**config.mk**
```make
export PLATFORM = sky130hd
export DESIGN_NAME = muldiv_unit_flat
export DESIGN_NICKNAME = d
export VERILOG_FILES = /design/src/rtl/muldiv_unit_if.sv /design/src/rtl/muldiv_unit.sv /design/src/flat_wrapper.sv
export SDC_FILE = /design/constraint.sdc
export NUM_CORES = 1
export LEC_CHECK = 0
export CAP_MARGIN = 20
export CORE_ASPECT_RATIO = 0.7
export CORE_MARGIN = 4
export CORE_UTILIZATION = 59
export CTS_BUF_LIST = sky130_fd_sc_hd__clkbuf_16
export DETAILED_ROUTE_END_ITERATION = 12
export GPL_TIMING_DRIVEN = 0
export PLACE_DENSITY = 0.8
export SYNTH_ARGS = -nofsm -noshare
export SYNTH_HDL_FRONTEND = slang
export SYNTH_SLANG_ARGS = --single-unit
```
**constraint.sdc**
```tcl
create_clock -name clk -period 7.4 [get_ports clk]
set_clock_uncertainty 0.1 [all_clocks]
set_input_delay 2.22 -clock clk [delete_from_list [all_inputs] [get_ports clk]]
set_output_delay 2.22 -clock clk [all_outputs]
set_load 0.03 [all_outputs]
```
**src/rtl/muldiv_unit_if.sv**
```systemverilog
// rtl/muldiv_unit_if.sv - request and write-back signal bundle for muldiv_unit
interface muldiv_unit_if;
   logic        start;
   logic [2:0]  funct3;
   logic [31:0] rs1_val;
   logic [31:0] rs2_val;
   logic [4:0]  rd_in;
   logic        busy;
   logic        done;
   logic [31:0] result;
   logic [4:0]  rd_out;
   logic        we_out;

   modport master (
      output start, funct3, rs1_val, rs2_val, rd_in,
      input  busy, done, result, rd_out, we_out
   );

   modport slave (
      input  start, funct3, rs1_val, rs2_val, rd_in,
      output busy, done, result, rd_out, we_out
   );
endinterface

```
**src/rtl/muldiv_unit.sv**
```systemverilog
// rtl/muldiv_unit.sv - RV32M iterative multiply/divide unit, 32 cycles per op
// Define MULDIV_DIV_EN to build the restoring divider and its bypass cases.
module muldiv_unit (
   input  logic          clk,
   input  logic          rst,
   muldiv_unit_if.slave  bus
);
   typedef enum logic [1:0] {IDLE, MUL, DIV, DONE} state_t;

   state_t      r_state, w_next;
   logic [4:0]  r_cnt;
   logic [1:0]  r_op;
   logic [4:0]  r_rd;
   logic [31:0] r_result;
   logic        r_neg;
   logic [63:0] r_acc;
   logic [63:0] r_mcand;
   logic [31:0] r_mplier;

   logic        w_a_signed, w_b_signed, w_a_neg, w_b_neg;
   logic [31:0] w_a_mag, w_b_mag;
   logic [63:0] w_acc_next, w_prod;
   logic        w_last;

   // Divide ops are signed when funct3[0]=0; multiply ops per RV32M sign rules
   assign w_a_signed = bus.funct3[2] ? ~bus.funct3[0] : (bus.funct3[1:0] != 2'b11);
   assign w_b_signed = bus.funct3[2] ? ~bus.funct3[0] : ~bus.funct3[1];
   assign w_a_neg    = w_a_signed & bus.rs1_val[31];
   assign w_b_neg    = w_b_signed & bus.rs2_val[31];
   assign w_a_mag    = w_a_neg ? -bus.rs1_val : bus.rs1_val;
   assign w_b_mag    = w_b_neg ? -bus.rs2_val : bus.rs2_val;

   assign w_last     = (r_cnt == 5'd31);
   assign w_acc_next = r_acc + (r_mplier[0] ? r_mcand : 64'd0);
   assign w_prod     = r_neg ? -w_acc_next : w_acc_next;

`ifdef MULDIV_DIV_EN
   logic        r_rneg;
   logic [31:0] r_quo, r_rem, r_div;
   logic        w_div0, w_ovf, w_bypass, w_ge;
   logic [31:0] w_bypass_val, w_sub, w_rem_next, w_quo_next, w_q_fix, w_r_fix;
   logic [32:0] w_rem_sh;

   assign w_div0       = (bus.rs2_val == 32'd0);
   assign w_ovf        = ~bus.funct3[0] & (bus.rs1_val == 32'h8000_0000) &
                         (bus.rs2_val == 32'hFFFF_FFFF);
   assign w_bypass     = w_div0 | w_ovf;
   assign w_bypass_val = w_div0 ? (bus.funct3[1] ? bus.rs1_val : 32'hFFFF_FFFF)
                                : (bus.funct3[1] ? 32'd0 : 32'h8000_0000);

   // A successful subtract always leaves rem < divisor, so 32 bits suffice
   assign w_rem_sh   = {r_rem, r_quo[31]};
   assign w_ge       = (w_rem_sh >= {1'b0, r_div});
   assign w_sub      = w_rem_sh[31:0] - r_div;
   assign w_rem_next = w_ge ? w_sub : w_rem_sh[31:0];
   assign w_quo_next = {r_quo[30:0], w_ge};
   assign w_q_fix    = r_neg  ? -w_quo_next : w_quo_next;
   assign w_r_fix    = r_rneg ? -w_rem_next : w_rem_next;
`endif

   always_ff @(posedge clk) begin
      if (rst) r_state <= IDLE;
      else     r_state <= w_next;
   end

   always_comb begin
      w_next = r_state;
      unique case (r_state)
         IDLE: begin
            if (bus.start) begin
               if (!bus.funct3[2])  w_next = MUL;
`ifdef MULDIV_DIV_EN
               else if (w_bypass)   w_next = DONE;
               else                 w_next = DIV;
`else
               else                 w_next = DONE;
`endif
            end
         end
         MUL:     if (w_last) w_next = DONE;
         DIV:     if (w_last) w_next = DONE;
         DONE:    w_next = IDLE;
         default: w_next = IDLE;
      endcase
   end

   always_ff @(posedge clk) begin
      if (rst) begin
         r_cnt    <= 5'd0;
         r_op     <= 2'd0;
         r_rd     <= 5'd0;
         r_result <= 32'd0;
         r_neg    <= 1'b0;
         r_acc    <= 64'd0;
         r_mcand  <= 64'd0;
         r_mplier <= 32'd0;
`ifdef MULDIV_DIV_EN
         r_rneg   <= 1'b0;
         r_quo    <= 32'd0;
         r_rem    <= 32'd0;
         r_div    <= 32'd0;
`endif
      end else begin
         case (r_state)
            IDLE: begin
               if (bus.start) begin
                  r_cnt    <= 5'd0;
                  r_op     <= bus.funct3[1:0];
                  r_rd     <= bus.rd_in;
                  r_neg    <= w_a_neg ^ w_b_neg;
                  r_acc    <= 64'd0;
                  r_mcand  <= {32'd0, w_a_mag};
                  r_mplier <= w_b_mag;
`ifdef MULDIV_DIV_EN
                  r_rneg   <= w_a_neg;
                  r_quo    <= w_a_mag;
                  r_rem    <= 32'd0;
                  r_div    <= w_b_mag;
                  if (bus.funct3[2] && w_bypass) r_result <= w_bypass_val;
`else
                  if (bus.funct3[2]) r_result <= 32'd0;
`endif
               end
            end
            MUL: begin
               r_cnt    <= r_cnt + 5'd1;
               r_acc    <= w_acc_next;
               r_mcand  <= r_mcand << 1;
               r_mplier <= r_mplier >> 1;
               if (w_last) r_result <= (r_op == 2'b00) ? w_prod[31:0] : w_prod[63:32];
            end
`ifdef MULDIV_DIV_EN
            DIV: begin
               r_cnt <= r_cnt + 5'd1;
               r_quo <= w_quo_next;
               r_rem <= w_rem_next;
               if (w_last) r_result <= r_op[1] ? w_r_fix : w_q_fix;
            end
`endif
            default: ;
         endcase
      end
   end

   // Reset forces the status outputs low even before the state register clears
   assign bus.busy   = (r_state != IDLE) & ~rst;
   assign bus.done   = (r_state == DONE) & ~rst;
   assign bus.we_out = bus.done & (r_rd != 5'd0);
   assign bus.result = r_result;
   assign bus.rd_out = r_rd;
endmodule

```
**src/flat_wrapper.sv**
```systemverilog
// flat-port wrapper written by rule: the top's interface ports become plain ports
module muldiv_unit_flat 
  (clk, rst, bus_start, bus_funct3, bus_rs1_val, bus_rs2_val, bus_rd_in, bus_busy, bus_done, bus_result, bus_rd_out, bus_we_out);
  muldiv_unit_if bus_i ();
  input  logic clk;
  input  logic rst;
  input wire logic [$bits(bus_i.start)-1:0] bus_start;
  input wire logic [$bits(bus_i.funct3)-1:0] bus_funct3;
  input wire logic [$bits(bus_i.rs1_val)-1:0] bus_rs1_val;
  input wire logic [$bits(bus_i.rs2_val)-1:0] bus_rs2_val;
  input wire logic [$bits(bus_i.rd_in)-1:0] bus_rd_in;
  output wire logic [$bits(bus_i.busy)-1:0] bus_busy;
  output wire logic [$bits(bus_i.done)-1:0] bus_done;
  output wire logic [$bits(bus_i.result)-1:0] bus_result;
  output wire logic [$bits(bus_i.rd_out)-1:0] bus_rd_out;
  output wire logic [$bits(bus_i.we_out)-1:0] bus_we_out;
  assign bus_i.start = bus_start;
  assign bus_i.funct3 = bus_funct3;
  assign bus_i.rs1_val = bus_rs1_val;
  assign bus_i.rs2_val = bus_rs2_val;
  assign bus_i.rd_in = bus_rd_in;
  assign bus_busy = bus_i.busy;
  assign bus_done = bus_i.done;
  assign bus_result = bus_i.result;
  assign bus_rd_out = bus_i.rd_out;
  assign bus_we_out = bus_i.we_out;
  muldiv_unit u_core (.clk(clk), .rst(rst), .bus(bus_i));
endmodule
```
== Word level (Yosys, flattened, before mapping) ==
Index checks and enable logic that the tools add are counted.

* $add $sub $neg: 5
* Equal/unequal tests: 9
* Muxes and demuxes: 23
* Bitwise operators: 9
* Reductions and logical operators: 10

{| class="wikitable"
|+ Operators with widths
! operator !! count
|-
| 64-bit 2-to-1 mux || 4
|-
| 64-bit case mux with 2 select lines || 2
|-
| 32-bit 2-to-1 mux || 7
|-
| 32-bit case mux with 2 select lines || 2
|-
| 64-bit adder || 1
|-
| 32-bit negation || 2
|-
| 64-bit negation || 1
|-
| 5-bit case mux with 2 select lines || 1
|-
| 2-bit 2-to-1 mux || 3
|-
| 2-bit != test, second input constant || 3
|-
| 2-bit case mux with 3 select lines || 1
|-
| 2-bit AND reduction || 3
|-
| 5-bit by 1-bit adder with 5-bit output, second input constant || 1
|-
| 1-bit bitwise AND || 5
|-
| 5-bit == test, second input constant || 1
|-
| 5-bit 2-to-1 mux || 1
|-
| 5-bit nonzero test || 1
|-
| 2-bit == test, second input constant || 2
|-
| 2-bit logical NOT || 2
|-
| 2-bit by 1-bit != test with 1-bit output, second input constant || 2
|-
| 4-bit AND reduction || 1
|-
| 2-bit nonzero test || 2
|-
| 1-bit NOT || 3
|-
| 2-bit by 1-bit == test with 1-bit output, second input constant || 1
|-
| other kinds (3) || 4
|}

* Register bits: 207
* Input bits: 75
* Output and inout port bits: 40
* Word-level logic and storage cells: 65

== Depth between registers and ports, before layout ==
* Word-level depth: 7
* Mapped depth: 20
* Depth with buffers taken out: 16

== Least setup slack after synthesis ==
No wires, ideal clock.

* Kind: input port to output port
* From: in rst
* To: out bus_we_out
* Arrival time: 3265 ps
* Data required time: 5080 ps
* Slack: 1815 ps
* Cell stages on the path: 3
* Buffers on the path: 1
* Cells stage by stage: clkbuf_1 -> nor2b_1 -> o21a_1

* Longest elaborated chain between the ends: 3

{| class="wikitable"
|+ RTL lines
! item !! RTL line !! RTL
|-
| start: declaration || flat_wrapper.sv:6 || <nowiki>input logic rst;</nowiki>
|-
| 1-bit NOT || muldiv_unit.sv:147 || <nowiki>assign bus.done = (r_state == DONE) & ~rst;</nowiki>
|-
| 1-bit bitwise AND || muldiv_unit.sv:147 ||
|-
| named net bus_done || flat_wrapper.sv:13 || <nowiki>output wire logic [$bits(bus_i.done)-1:0] bus_done;</nowiki>
|-
| 1-bit bitwise AND || muldiv_unit.sv:148 || <nowiki>assign bus.we_out = bus.done & (r_rd != 5'd0);</nowiki>
|-
| end: declaration || flat_wrapper.sv:16 || <nowiki>output wire logic [$bits(bus_i.we_out)-1:0] bus_we_out;</nowiki>
|}

The timed path passes the listed nets, and every way through them passes these cells.

== Worst setup path in the final report ==
* From: reg u_core.r_mplier[0]
* To: reg u_core.r_result[23], in the netlist u_core.bus.result[23]

* Longest elaborated chain between the ends: 7

{| class="wikitable"
|+ RTL lines
! item !! RTL line !! RTL
|-
| start: declaration || muldiv_unit.sv:18 || <nowiki>logic [31:0] r_mplier;</nowiki>
|-
| start signal: assignment || muldiv_unit.sv:113 || <nowiki>r_mplier <= w_b_mag;</nowiki>
|-
| start signal: assignment || muldiv_unit.sv:129 || <nowiki>r_mplier <= r_mplier >> 1;</nowiki>
|-
| 64-bit 2-to-1 mux * || muldiv_unit.sv:34 || <nowiki>assign w_acc_next = r_acc + (r_mplier[0] ? r_mcand : 64'd0);</nowiki>
|-
| 64-bit adder * || muldiv_unit.sv:34 ||
|-
| 64-bit negation || muldiv_unit.sv:35 || <nowiki>assign w_prod = r_neg ? -w_acc_next : w_acc_next;</nowiki>
|-
| 64-bit 2-to-1 mux * || muldiv_unit.sv:35 ||
|-
| 32-bit 2-to-1 mux * (2 in a row) || muldiv_unit.sv:130 || <nowiki>if (w_last) r_result <= (r_op == 2'b00) ? w_prod[31:0] : w_prod[63:32];</nowiki>
|-
| 32-bit case mux with 2 select lines * || muldiv_unit.sv:104 || <nowiki>case (r_state)</nowiki>
|-
| end signal: assignment || muldiv_unit.sv:130 ||
|-
| end: declaration || muldiv_unit.sv:14 || <nowiki>logic [31:0] r_result;</nowiki>
|}

Mark *: on every way between the ends. The rest lies on a longest branch, timed or not. The select of a mux whose other input is x is not followed.
A chain may end at the register's enable or synchronous reset.

==> results.toml <==
[outcome]
outcome = "finished clean"

[cells_and_area]
fillers = 2322
regArea_sq_um = 4140
drive_gt1_share_pct = 3.58
final_nets = 2478
fin_area_sq_um = 18400
instances_no_fill = 2712
syn_to_final_growth_pct = 15.3
multi_input_comb_area_sq_um = 11200

[timing]
max_freq_mhz = 140
setup_viol_count_final = 0
fin_crit_sh_pct = 96.3
slew_headroom_pct = 19.4
layout_min_cycle_time_ns = 7.12
rsz0062_at_grt = "no"
drv_slew = 0
final.setup.worst_slack_ns = 0.276
tns_ns = 0
max_slew.worst_pin.slew_ns = 1.20
hold_viol = 0

[clock_tree]
cts.clk_slew.worst_paths_ns = 0.07
hold_buffers = 0
ctsHtreeMaxLevel = 1
clk_path_buf_depth = 3
cts_root_buffer = "clkbuf_16"
clock-sinks = 207
cts_tree = "done"
cts_inserted_buffers = 23
clk_latency_ns = 0.57

[placement]
dpl_cell_area_sq_um = 17600
dp_hpwl_microns = 50800
io_buffer_count = 114
placed_cells = 2667
gp_congestion = 1.05
dpl_worst_slack_ns = 0.140

[floorplan]
die_w_microns = 204
rows = 50
start_util_pct = 59.8
coreArea_sq_um = 26700
die_y_microns = 145
ios = 115
dieArea_sq_um = 29700

[power]
powerDensity_nw_per_um2 = 255
max-vdd-ir-drop_uv = 188
total_power_mw = 4.68
power.leakage_nw = 7.01

[global_route]
grt_usage_pct = 41.6
grt-ovfl-total = 0
grt_pass1_wl_microns = 99200
first_global_vias = 17600
grt_start_max_net_pins = 15
antenna_found_initial = 2

[routing]
vias = 19000
wl_per_cell_microns = 24.1
drtIter0Drc = 2879
drc_errors = 0
via_per_inst = 6.99
ant_nets = 0
drt_pass1_iterations = 7
finalWirelength_microns = 65400

[yosys]
synth_edf_count = 0
ys_top_cells_by_area = "dfxtp_1 (26%), nor2_1 (7.0%), nand2_1 (6.1%)"
yosysSeqAreaShare_pct = 26.0
syn-cell-area_sq_um = 15900
yosysTopAreaCellShare_pct = 26.0
synthFlopType = "dfxtp_1"
ys_types = 87
syn_avg_cell_area_sq_um = 7.29
synthCells = 2186
syn-num-nets = 2333
ys_async_sr_fraction_pct = 0
synth_seq_cells = 207
yosysWarnings = 0
yosysTopAreaCell = "dfxtp_1"
post-synth-top-count-cell = "nor2_1"
synthTopCellsByCount = "nor2_1 (297), nand2_1 (259), dfxtp_1 (207)"

[worst_setup_path]
critPathArrivalTime_ns = 7.44
path_class = "reg -> reg"
cpLargestDelayFamily = "compound AO/OA/AOI/OAI gates"
crit_path_end_kind = "flip-flop"
cp_slowest_stage_delay_ns = 0.73
critPathSlowestCell = "a2111oi_2"
worstPathRequired_ns = 7.72
crit_path_max_fanout = 10
critPathBufInv = 5
startpoint_type = "flip-flop"
worstPathCellList = "clkbuf_1 > clkbuf_1 > and2_1 > ha_1 > inv_1 > fa_1 > nor2b_1 > o31a_1 > a21oi_1 > a2111oi_2 > o31a_4 > xor2_2 > or4_4 > or3_1 > buf_2 > or4_4 > buf_6 > o41ai_2 > xor2_1 > o22ai_1"

[job]
cap_violations = 0

[min_path]
holdCritPathClass = "reg -> reg"
## state kept, by name, indices dropped and copies added (netlist names)
name,flops
u_core.r_mplier,32
u_core.r_state,2
u_core.r_neg,1
u_core.bus.result,32
u_core.r_op,2
u_core.r_cnt,5
u_core.bus.rd_out,5
u_core.r_mcand,64
u_core.r_acc,64
## timing repair
action | 4_1_cts | 5_1_grt
setup buffers | 0 | 0
setup endpoints to repair | 0 | 20
resized for setup | 0 | 4
hold endpoints to repair | 0 | 0
## stage by stage
step                hold slack (ns)  utilization (%)
floorplan                     0.332                -
global placement              0.338             65.8
detailed placement            0.350             65.9
CTS                           0.359             68.8
global route                  0.385             68.9
finish                        0.358             68.9
## layout make-up
class,count,share of cell area (%)
multi-input combinational,1816,60.9
sequential,207,22.6
clock buffer,23,3.13
tap,364,2.48
timing repair buffer,120,6.43
buffer,136,2.94
inverter,27,0.552
antenna,1,0.0136
clock inverter,18,1.01
## tightest hold or removal path, cell delays in order, from the launching register on
cell,delay [ns]
dfxtp_1,0.31
nand2_1,0.05
a21oi_1,0.05
## path summary, 6_finish.rpt
path                                 to                 from  slack (ns)  cells past startpoint
setup / recovery  u_core.bus.result[23]   u_core.r_mplier[0]        0.28                     20
hold / removal      u_core.r_mplier[16]  u_core.r_mplier[16]        0.36                      2
setup reg to reg  u_core.bus.result[23]   u_core.r_mplier[0]        0.28                     20
hold reg to reg     u_core.r_mplier[16]  u_core.r_mplier[16]        0.36                      2
## cell usage in the layout (no fill, tap or decap), drive strengths merged, types with 34 or more instances in the layout
cell type	count
a21oi	190
nor3	55
ha	71
dfxtp	207
nand2	259
clkdlybuf4s50	114
clkbuf	152
nand4	34
and2	73
nor2	297
o21ai	139
xnor2	75
a222oi	36
a22oi	98
nor4	34
xor2	50
## cell families (layout without fill, tap and decap cells)
family	after synthesis	in the layout	share of synthesized area (%)
AO/OA/AOI/OAI	708	708	29.9
AND/OR/NAND/NOR	892	892	26.3
buffers and inverters	163	324	4.01
adder cells (fa/ha/maj)	72	72	5.70
flip-flops	207	207	26.0
XOR/XNOR	125	125	6.92
multiplexers	19	19	1.20
other	0	1	0
## per-layer routing
layer	GRT usage (%)	wire length, microns	part of all wire [%]	up-vias
met5	0	23	0.035	-
met2	59.5	26200	40	1404
met1	59.3	26400	40	8907
li1	-	-	-	8396
met4	14.3	2880	4.4	4
met3	12.9	9840	15	241
## report_power, final
part	internal (mW)	switching, mW	total [mW]
clock	0.678	0.529	1.21
combinational	0.609	1.54	2.15
sequential	1.23	0.0928	1.32
total	2.52	2.16	4.68
Power figures use the tool's default switching activity.
